## config.mk

```make
export PLATFORM = sky130hd
export DESIGN_NAME = spy_path_sampler
export DESIGN_NICKNAME = d
export VERILOG_FILES = /design/src/rtl/spy_path_sampler.sv
export SDC_FILE = /design/constraint.sdc
export NUM_CORES = 1
export LEC_CHECK = 0
export CAP_MARGIN = 10
export CORE_ASPECT_RATIO = 0.9
export CORE_MARGIN = 2
export CORE_UTILIZATION = 35
export DETAILED_ROUTE_END_ITERATION = 6
export PLACE_DENSITY = 0.59
export SLEW_MARGIN = 20
export SYNTH_ARGS = -nofsm -noshare
export SYNTH_HDL_FRONTEND = slang
export SYNTH_SLANG_ARGS = --single-unit
```

## constraint.sdc

```tcl
create_clock -name clk -period 3.14 [get_ports clk]
set_input_delay 0.785 -clock clk [delete_from_list [all_inputs] [get_ports clk]]
set_output_delay 0.785 -clock clk [all_outputs]
set_load 0.02 [all_outputs]
```

## src/rtl/spy_path_sampler.sv

```systemverilog
// spy_path_sampler: toggles a delay chain input, captures its output W+1 cycles later and counts in-time arrivals.
// Define SPY_SAMPLER_SYNC_EN to put a second stage behind the capture flop and compare from that stage.
module spy_path_sampler #(
  parameter int TRIALS = 256,
  parameter int WAIT_W = 8,
  parameter int SETTLE = 16,
  parameter bit INVERT = 1'b0,
  localparam int CNT_W = $clog2(TRIALS + 1)
) (
  input  logic              clk,
  input  logic              rst,
  input  logic              start,
  input  logic [WAIT_W-1:0] wait_cycles,
  output logic              path_input,
  input  logic              path_result,
  output logic              busy,
  output logic              result_valid,
  input  logic              result_ready,
  output logic [CNT_W-1:0]  hit_count
);

  localparam int SET_W = $clog2(SETTLE + 1);
  localparam logic [SET_W-1:0] SETTLE_LAST = SET_W'(SETTLE - 1);
  localparam logic [CNT_W-1:0] TRIALS_CNT  = CNT_W'(TRIALS);

  typedef enum logic [2:0] {
    S_IDLE,
    S_LAUNCH,
    S_WAIT,
    S_SYNC,
    S_COMPARE,
    S_SETTLE,
    S_DONE
  } state_t;

  state_t            state_q, state_d;
  logic [WAIT_W-1:0] wait_lat_q, wait_lat_d;
  logic [WAIT_W-1:0] wait_cnt_q, wait_cnt_d;
  logic [SET_W-1:0]  settle_cnt_q, settle_cnt_d;
  logic [CNT_W-1:0]  trial_q, trial_d;
  logic [CNT_W-1:0]  hit_q, hit_d;
  logic              path_in_q, path_in_d;
  logic              expect_q, expect_d;
  logic              capture_q, capture_d;
  logic              busy_q, busy_d;
  logic              valid_q, valid_d;
  logic              accept;
  logic              cmp_bit;

`ifdef SPY_SAMPLER_SYNC_EN
  logic sync_q, sync_d;

  assign sync_d  = capture_q;
  assign cmp_bit = sync_q;

  always_ff @(posedge clk or posedge rst) begin
    if (rst) begin
      sync_q <= 1'b0;
    end else begin
      sync_q <= sync_d;
    end
  end
`else
  assign cmp_bit = capture_q;
`endif

  // A finished result may be consumed and replaced by a new start in the same cycle.
  always_comb begin
    accept = 1'b0;
    if (start) begin
      if (state_q == S_IDLE) begin
        accept = 1'b1;
      end else if (state_q == S_DONE && result_ready) begin
        accept = 1'b1;
      end
    end
  end

  always_comb begin
    state_d      = state_q;
    wait_lat_d   = wait_lat_q;
    wait_cnt_d   = wait_cnt_q;
    settle_cnt_d = settle_cnt_q;
    trial_d      = trial_q;
    hit_d        = hit_q;
    path_in_d    = path_in_q;
    expect_d     = expect_q;
    capture_d    = capture_q;
    busy_d       = busy_q;
    valid_d      = valid_q;

    case (state_q)
      S_IDLE: begin
        state_d = S_IDLE;
      end
      S_LAUNCH: begin
        path_in_d  = ~path_in_q;
        expect_d   = ~path_in_q ^ INVERT;
        wait_cnt_d = wait_lat_q;
        state_d    = S_WAIT;
      end
      S_WAIT: begin
        if (wait_cnt_q == '0) begin
          capture_d = path_result;
`ifdef SPY_SAMPLER_SYNC_EN
          state_d   = S_SYNC;
`else
          state_d   = S_COMPARE;
`endif
        end else begin
          wait_cnt_d = wait_cnt_q - WAIT_W'(1);
        end
      end
      S_SYNC: begin
        state_d = S_COMPARE;
      end
      S_COMPARE: begin
        if (cmp_bit == expect_q) begin
          hit_d = hit_q + CNT_W'(1);
        end
        trial_d = trial_q + CNT_W'(1);
        if (trial_q + CNT_W'(1) == TRIALS_CNT) begin
          busy_d  = 1'b0;
          valid_d = 1'b1;
          state_d = S_DONE;
        end else begin
          settle_cnt_d = SETTLE_LAST;
          state_d      = S_SETTLE;
        end
      end
      S_SETTLE: begin
        if (settle_cnt_q == '0) begin
          state_d = S_LAUNCH;
        end else begin
          settle_cnt_d = settle_cnt_q - SET_W'(1);
        end
      end
      S_DONE: begin
        if (result_ready) begin
          valid_d = 1'b0;
          state_d = S_IDLE;
        end
      end
      default: begin
        state_d = S_IDLE;
      end
    endcase

    if (accept) begin
      wait_lat_d = wait_cycles;
      trial_d    = '0;
      hit_d      = '0;
      busy_d     = 1'b1;
      valid_d    = 1'b0;
      state_d    = S_LAUNCH;
    end
  end

  always_ff @(posedge clk or posedge rst) begin
    if (rst) begin
      state_q      <= S_IDLE;
      wait_lat_q   <= '0;
      wait_cnt_q   <= '0;
      settle_cnt_q <= '0;
      trial_q      <= '0;
      hit_q        <= '0;
      path_in_q    <= 1'b0;
      expect_q     <= 1'b0;
      capture_q    <= 1'b0;
      busy_q       <= 1'b0;
      valid_q      <= 1'b0;
    end else begin
      state_q      <= state_d;
      wait_lat_q   <= wait_lat_d;
      wait_cnt_q   <= wait_cnt_d;
      settle_cnt_q <= settle_cnt_d;
      trial_q      <= trial_d;
      hit_q        <= hit_d;
      path_in_q    <= path_in_d;
      expect_q     <= expect_d;
      capture_q    <= capture_d;
      busy_q       <= busy_d;
      valid_q      <= valid_d;
    end
  end

  assign path_input   = path_in_q;
  assign busy         = busy_q;
  assign result_valid = valid_q;
  assign hit_count    = hit_q;

endmodule

```

==> impl_metrics.toml, run 1 <==
[status]
status = "completed"

[route]
wire_per_inst_um = 15.0
drc = 0
antenna_left = 0
drt-initial-drc-count = 106
routed_wl_um = 5610
first_pass_iters = 4
vias = 1998
drt-vias-per-instance = 5.34

[clock_tree]
cts_setup_buffers = 0
cts_tree = "built"
htreeDepth = 2
clock_sinks = 46
cts_hold_buf = 0
clockRootBuffer = "clkbuf_8"
clkLatencyLatePin_ps = 300
cts_buffer_depth = 2
post_cts_resized = 0
clk_pin_slew_ps = 80
cts_buffers = 5

[logic_synthesis]
synth_compound_area_frac = 0.146
yosysUniqueCellTypes = 49
synthFlopType = "dfrtp_1"
ys_seq_area_frac = 0.455
synth-xor-area-share = 0.0416
synth_area_per_cell_um2 = 9.80
yosys.area_share.adder = 0.0247
synth_edf_count = 0
synth_top_family_by_area = "simple AND/OR/NAND/NOR gates"
synth_seq_cells = 46
synthArstFlopShare = 1.00
syn_nets = 276
netlist_instances = 258
synth_simple_gate_area_frac = 0.247
syn_area_mm2 = 0.00253
ys_warn_count = 0
yosys-mux-area-fraction = 0.0480

[floorplanning]
boundaryPins = 25
core_area_mm2 = 0.00704
rows = 29
initial_core_util = 0.359
die_w_um = 93.6
dieHeight_um = 84.6
die_area_mm2 = 0.00792

[critical_path]
cp_num_cells = 1
reg2reg_depth = 4
path_delay_family = "buffers and inverters"
cp-start-kind = "flop"
worstPathMaxFanout = 6
timing.rr.start = "state_q[0]$_DFFE_PP0P_"
r2r_end = "state_q[0]$_DFFE_PP0P_"
critPathKind = "flop to output port"
r2r_setup_slack_ps = 1060
endpoint = "hit_count[0]"
required_ps = 2350
cp_cell_sequence = "clkdlybuf4s50_1"
worst-path-buf-inv = 1
crit_slowest_cell = "clkdlybuf4s50_1"
cp.arrival_ps = 1430
startpoint = "hit_count[0]$_DFFE_PP0P_"
end_kind = "output port"
cpPeakStageDelay_ps = 650

[finish]
final_layout_size_suffix_gt1_frac = 0.125
syn_to_final_growth_pct = 16.4
fin_util = 0.418
fin_cells = 374
mostFrequentLayoutCell = "dfrtp_1"
num_antenna_cells = 0
final_cell_mix = "dfrtp_1 (46), clkdlybuf4s50_1 (24), nor2_1 (23)"
layout.nets = 298

[global_route]
overflow = 0
grt_pass1_vias = 1919
grt_pass1_wl_um = 9320
antenna_found_initial = 0
grt_usage = 0.147
grt_max_degree = 25

[timing]
hold_viol = 0
setup_viol = 0
worstMarginPinSlew_ps = 804
slew_violations = 0
setup_tns_ps = 0
slew_headroom = 0.460
rsz0062_at_grt = "false"
period_needed_ps = 2220
fin_skew_ps = 7.80
max_freq_mhz = 451
finalCritPeriodShare = 0.706

[power_and_ir_drop]
power.density_mw_per_mm2 = 833
peakVddDrop_uv = 381
p_leak_nw = 1.21

[hold_path]
whs_path_depth = 1
worstHoldPathType = "flop to flop"

[placed_design]
routabilityCongestion = 0.820
post-dp-hpwl_um = 3960
placed_cells = 366
io_buffers = 24

[flow_run]
maxCapViolCount = 0
cells in the mapped netlist, types with 4 or more instances:
cell,count,share of area
a21oi_1,15,0.030
and2_1,4,0.0099
and3_1,4,0.0099
buf_2,8,0.016
dfrtp_1,46,0.46
ha_1,5,0.025
inv_1,7,0.010
mux2_2,9,0.040
nand2_1,17,0.025
nand3_1,16,0.032
nand4_1,5,0.012
nor2_1,23,0.034
nor3_1,7,0.014
nor3b_1,5,0.015
nor4b_2,4,0.024
o21ai_0,18,0.036
o22a_1,4,0.014
xnor2_1,4,0.014
xor2_1,8,0.028
flip-flops by register name, summed over array words and instances, names as in the netlist:
name / flops
hit_count: 9
trial_q: 9
wait_cnt_q: 8
wait_lat_q: 8
settle_cnt_q: 5
state_q: 3
busy: 1
capture_q: 1
expect_q: 1
result_valid: 1
power by group:
group,switching [mW],internal [mW]
Clock,0.209,0.178
Combinational,0.545,0.446
Sequential,0.282,0.791
metal layers:
metal / global-route usage / wire length, um
met3: 0.0269 / 185
met4: 0.0369 / 51
met1: 0.214 / 2880
met5: 0 / 0
met2: 0.228 / 2490
cells by family (layout without fill, tap and decap cells):
family | Yosys count | after routing
buf+inv | 20 | 43
compound gates | 58 | 58
mux | 11 | 11
flops | 46 | 46
simple gates | 106 | 106
fa+ha+maj | 5 | 5
xor+xnor | 12 | 12
metrics by stage:
step	instance area (um^2)	hold slack [ps]	setup slack (ps)	power, mW
floorplan	2530	475	1270	1.79
global placement	2850	500	744	2.05
detailed placement	2850	506	717	2.08
CTS	2940	528	914	2.47
global route	2940	543	888	2.64
finish	2940	520	923	2.45
layout make-up:
cell class	count	area (um^2)
fill	692	4100
clock inverter	1	5.00
multi-input combinational	192	1290
timing repair buffer	28	270
tap	93	116
clock buffer	7	86.3
sequential	46	1150
inverter	7	26.3
worst min-delay path by stage:
stage	startpoint	endpoint	slack (ps)
final	wait_lat_q[7]$_DFFE_PP0N_	wait_lat_q[7]$_DFFE_PP0N_	520
after global routing	wait_lat_q[7]$_DFFE_PP0N_	wait_lat_q[7]$_DFFE_PP0N_	540
after CTS	wait_lat_q[2]$_DFFE_PP0N_	wait_lat_q[2]$_DFFE_PP0N_	530
after detailed placement	wait_lat_q[7]$_DFFE_PP0N_	wait_lat_q[7]$_DFFE_PP0N_	510
after global placement	wait_lat_q[3]$_DFFE_PP0N_	wait_lat_q[3]$_DFFE_PP0N_	500
after floorplan	wait_lat_q[7]$_DFFE_PP0N_	wait_cnt_q[7]$_DFFE_PP0P_	470
(Power assumes the default switching activity.)
==> run 2, diff against run 1 <==
--- a/config.mk
+++ b/config.mk
@@ -10,7 +10,7 @@
 export CORE_MARGIN = 2
 export CORE_UTILIZATION = 35
 export DETAILED_ROUTE_END_ITERATION = 6
-export PLACE_DENSITY = 0.59
+export PLACE_DENSITY = 0.61
 export SLEW_MARGIN = 20
 export SYNTH_ARGS = -nofsm -noshare
 export SYNTH_HDL_FRONTEND = slang
==> constraint.sdc (replaced) <==
create_clock -name clk -period 1.9 [get_ports clk]
set_input_delay 0.475 -clock clk [delete_from_list [all_inputs] [get_ports clk]]
set_output_delay 0.475 -clock clk [all_outputs]
set_load 0.02 [all_outputs]
==> impl_metrics.toml, run 2 (synthesis results as in run 1) <==
[route]
drc = 0
drt-vias-per-instance = 5.23
vias = 2057
routed_wl_um = 5720
wire_per_inst_um = 14.6
drt-initial-drc-count = 85
first_pass_iters = 4
antenna_left = 0

[clock_tree]
clk_pin_slew_ps = 90
cts_hold_buf = 0
htreeDepth = 2
cts_buffers = 5
clockRootBuffer = "clkbuf_8"
clock_sinks = 46
cts_setup_buffers = 0
cts_buffer_depth = 2
clkLatencyLatePin_ps = 300
cts_tree = "built"

[global_route]
grt_usage = 0.151
grt_pass1_wl_um = 9620
overflow = 0
grt_max_degree = 47
antenna_found_initial = 0
grt_pass1_vias = 2007

[critical_path]
cp.arrival_ps = 1390
crit_slowest_cell = "clkdlybuf4s50_1"
required_ps = 1420
path_delay_family = "buffers and inverters"
worst-path-buf-inv = 1
cp_cell_sequence = "clkdlybuf4s50_1"
cpPeakStageDelay_ps = 640
end_kind = "output port"
cp-start-kind = "flop"
worstPathMaxFanout = 6
critPathKind = "flop to output port"

[power_and_ir_drop]
pwr-share-clk = 0.166
p_leak_nw = 1.33
p_total_mw = 4.38
p_int_mw = 2.65
pwr-share-comb = 0.453
peakVddDrop_uv = 517
swShare = 0.394
power.density_mw_per_mm2 = 1400
power_switching_mw = 1.73
seqPwrFrac = 0.382

[timing]
hold_viol = 0
max_freq_mhz = 537
finalCritPeriodShare = 0.980
rsz0062_at_grt = "false"
slew_violations = 0
finalWorstSetupSlack_ps = 38.4
hold_slack_ps = 519
slew_headroom = 0.739
worstMarginPinSlew_ps = 389
setup_viol = 0
fin_skew_ps = 9.96
period_needed_ps = 1860

[finish]
layout.nets = 317
fillerInstances = 678
mostFrequentLayoutCell = "dfrtp_1"
final_cell_mix = "dfrtp_1 (46), nor2_1 (23), clkdlybuf4s50_1 (23)"
syn_to_final_growth_pct = 23.6
postLayoutCellArea_mm2 = 0.00312
multi_input_area_mm2 = 0.00130
regArea_mm2 = 0.00115
fin_cells = 393
num_antenna_cells = 0
final_layout_size_suffix_gt1_frac = 0.177

[floorplanning]
boundaryPins = 25
initial_core_util = 0.359
die_w_um = 93.6
core_area_mm2 = 0.00704
dieHeight_um = 84.6
die_area_mm2 = 0.00792
rows = 29

[placed_design]
io_buffers = 24
routabilityCongestion = 0.799
place_ws_ps = -133
dpl_cell_area_mm2 = 0.00301
placed_cells = 385
post-dp-hpwl_um = 4010

[flow_run]
maxCapViolCount = 0

[hold_path]
worstHoldPathType = "primary input to asynchronous set/reset pin"

[status]
status = "completed"
## run 2: cell count changes in the layout (fill, tap and decap cells not counted)
cell and change:
buf_12 +1, buf_4 +18, bufinv_16 +1, clkbuf_1 +1
clkbuf_8 -1, clkdlybuf4s50_1 -1, clkinv_2 -1, dlymetal6s2s_1 +1
nor4b_2 -1, nor4b_4 +1
## run 2: cell type report
cell class	count	area share
inverter	7	0.00841
sequential	46	0.368
tap	93	0.0372
clock buffer	7	0.0244
multi-input combinational	192	0.415
clock inverter	1	0.00961
timing repair buffer	47	0.137
## run 2: worst paths after layout
| kind | from | to | slack [ps] | cells past startpoint |
|---|---|---|---|---|
| worst max register to register | state_q[1]$_DFFE_PP0P_ | state_q[0]$_DFFE_PP0P_ | 100 | 4 |
| worst min-delay path | rst | wait_cnt_q[1]$_DFFE_PP0P_ | 520 | 3 |
| worst max-delay path | hit_count[1]$_DFFE_PP0P_ | hit_count[1] | 40 | 1 |
| worst min register to register | wait_lat_q[1]$_DFFE_PP0N_ | wait_lat_q[1]$_DFFE_PP0N_ | 520 | 1 |
| min in group clk | wait_lat_q[1]$_DFFE_PP0N_ | wait_lat_q[1]$_DFFE_PP0N_ | 520 | 1 |
| max in group asynchronous | rst | trial_q[1]$_DFFE_PP0P_ | 1150 | 3 |
## run 2: power groups by stage
stage	Combinational [mW]	Clock, mW	Sequential, mW
floorplan	1.37	0	1.60
global placement	1.94	0	1.67
CTS	1.99	0.753	1.67
global route	2.22	0.784	1.73
detailed placement	1.98	0	1.69
finish	1.98	0.727	1.67
## run 2: what timing repair did
| item | CTS | global route |
|---|---|---|
| resized for setup | 0 | 2 |
| endpoints found under the setup margin | 0 | 3 |
| hold endpoints to repair | 0 | 0 |
## run 2: stage by stage
step                setup TNS (ps)  utilization
floorplan                        0            -
global placement             -1540        0.427
detailed placement           -1420        0.427
CTS                              0        0.442
global route                     0        0.444
finish                           0        0.444
## run 2: metal layers
metal / share of wire / global-route usage
met2: 0.46 / 0.241
met1: 0.50 / 0.214
met3: 0.036 / 0.0314
met4: 0.0063 / 0.0316
met5: 0 / 0
==> run 3, diff against run 2 <==
--- a/config.mk
+++ b/config.mk
@@ -8,9 +8,9 @@
 export CAP_MARGIN = 10
 export CORE_ASPECT_RATIO = 0.9
 export CORE_MARGIN = 2
-export CORE_UTILIZATION = 35
+export CORE_UTILIZATION = 41
 export DETAILED_ROUTE_END_ITERATION = 6
-export PLACE_DENSITY = 0.61
+export PLACE_DENSITY = 0.69
 export SLEW_MARGIN = 20
 export SYNTH_ARGS = -nofsm -noshare
 export SYNTH_HDL_FRONTEND = slang
==> constraint.sdc (replaced) <==
create_clock -name clk -period 1.9 [get_ports clk]
set_input_delay 0.38 -clock clk [delete_from_list [all_inputs] [get_ports clk]]
set_output_delay 0.38 -clock clk [all_outputs]
set_load 0.02 [all_outputs]
==> impl_metrics.toml, run 3 (synthesis results as in run 1) <==
[power_and_ir_drop]
peakVddDrop_uv = 641
power.density_mw_per_mm2 = 1390
p_total_mw = 4.19
p_leak_nw = 1.27

[route]
routed_wl_um = 5430
first_pass_iters = 4
drt-vias-per-instance = 5.65
antenna_left = 0
vias = 2055
drc = 0
drt-initial-drc-count = 59
wire_per_inst_um = 14.9

[finish]
final_layout_size_suffix_gt1_frac = 0.158
layout.nets = 309
mostFrequentLayoutCell = "dfrtp_1"
num_antenna_cells = 0
final_cell_mix = "dfrtp_1 (46), clkdlybuf4s50_1 (24), nor2_1 (23)"
multi_input_area_mm2 = 0.00130
syn_to_final_growth_pct = 19.4
regArea_mm2 = 0.00115
fillerInstances = 561

[critical_path]
cpPeakStageDelay_ps = 640
cp_cell_sequence = "clkdlybuf4s50_1"
worstPathMaxFanout = 6
path_delay_family = "buffers and inverters"
cp.arrival_ps = 1380
required_ps = 1520
cp-start-kind = "flop"
critPathKind = "flop to output port"
end_kind = "output port"
crit_slowest_cell = "clkdlybuf4s50_1"
worst-path-buf-inv = 1

[clock_tree]
cts_hold_buf = 0
cts_buffer_depth = 2
clockRootBuffer = "clkbuf_8"
clock_sinks = 46
cts_setup_buffers = 0
clk_pin_slew_ps = 90
cts_buffers = 5
htreeDepth = 2
cts_tree = "built"
clkLatencyLatePin_ps = 300

[placed_design]
post-dp-hpwl_um = 3860
routabilityCongestion = 0.855
place_ws_ps = 52.5
io_buffers = 24

[timing]
max_freq_mhz = 567
slew_violations = 0
finalWorstSetupSlack_ps = 136
worstMarginPinSlew_ps = 354
fin_skew_ps = 7.87
finalCritPeriodShare = 0.928
period_needed_ps = 1760
setup_tns_ps = 0
setup_viol = 0
rsz0062_at_grt = "false"
hold_viol = 0
slew_headroom = 0.763

[floorplanning]
rows = 27
die_w_um = 86.8
dieHeight_um = 78.5
die_area_mm2 = 0.00681
boundaryPins = 25
initial_core_util = 0.418
core_area_mm2 = 0.00605

[hold_path]
worstHoldPathType = "primary input to asynchronous set/reset pin"

[global_route]
grt_max_degree = 47
antenna_found_initial = 0
grt_pass1_wl_um = 9150
grt_pass1_vias = 1930
overflow = 0
grt_usage = 0.168

[flow_run]
maxCapViolCount = 0

[status]
status = "completed"
run 3: metrics by stage:
step           hold WS (ps)  utilization  instances  area [um^2]
6_report                426        0.499        364         3020
5_1_grt                 461        0.499        364         3020
4_1_cts                 443        0.498        364         3010
3_5_place_dp            511        0.483        356         2920
3_3_place_gp            507        0.483        356         2920
2_1_floorplan           475            -        258         2530
run 3: final cells by class:
class | instances | share of cell area
tap | 72 | 0.0298
sequential | 46 | 0.381
inverter | 7 | 0.00870
clock inverter | 1 | 0.00166
clock buffer | 7 | 0.0286
multi-input combinational | 192 | 0.429
timing repair buffer | 39 | 0.121
run 3: report_power, final:
group | total [mW] | switching, mW | leakage [nW] | internal [mW]
Clock | 0.621 | 0.327 | 0.0482 | 0.294
Combinational | 1.89 | 1.01 | 0.647 | 0.886
Sequential | 1.67 | 0.364 | 0.571 | 1.31
run 3: timing repair:
item | CTS | global route
hold endpoints to repair | 0 | 0
resized for setup | 0 | 1
setup endpoints to repair | 0 | 3
run 3: final timing paths:
check	from	end	slack, ps	depth (start not counted)
worst min register to register	expect_q$_DFFE_PP0P_	expect_q$_DFFE_PP0P_	520	1
worst max register to register	trial_q[0]$_DFFE_PP0P_	state_q[0]$_DFFE_PP0P_	160	5
min in group clk	expect_q$_DFFE_PP0P_	expect_q$_DFFE_PP0P_	520	1
worst min-delay path	rst	trial_q[3]$_DFFE_PP0P_	430	3
worst max-delay path	hit_count[0]$_DFFE_PP0P_	hit_count[0]	140	1
max in group asynchronous	rst	state_q[0]$_DFFE_PP0P_	1240	3
run 3: layer usage:
| metal | global-route usage | part of all wire | vias to the layer above |
|---|---|---|---|
| li1 | - | - | 1005 |
| met1 | 0.230 | 0.49 | 1018 |
| met2 | 0.270 | 0.48 | 24 |
| met3 | 0.0336 | 0.026 | 8 |
| met4 | 0.0438 | 0.012 | 0 |
| met5 | 0 | 0 | - |
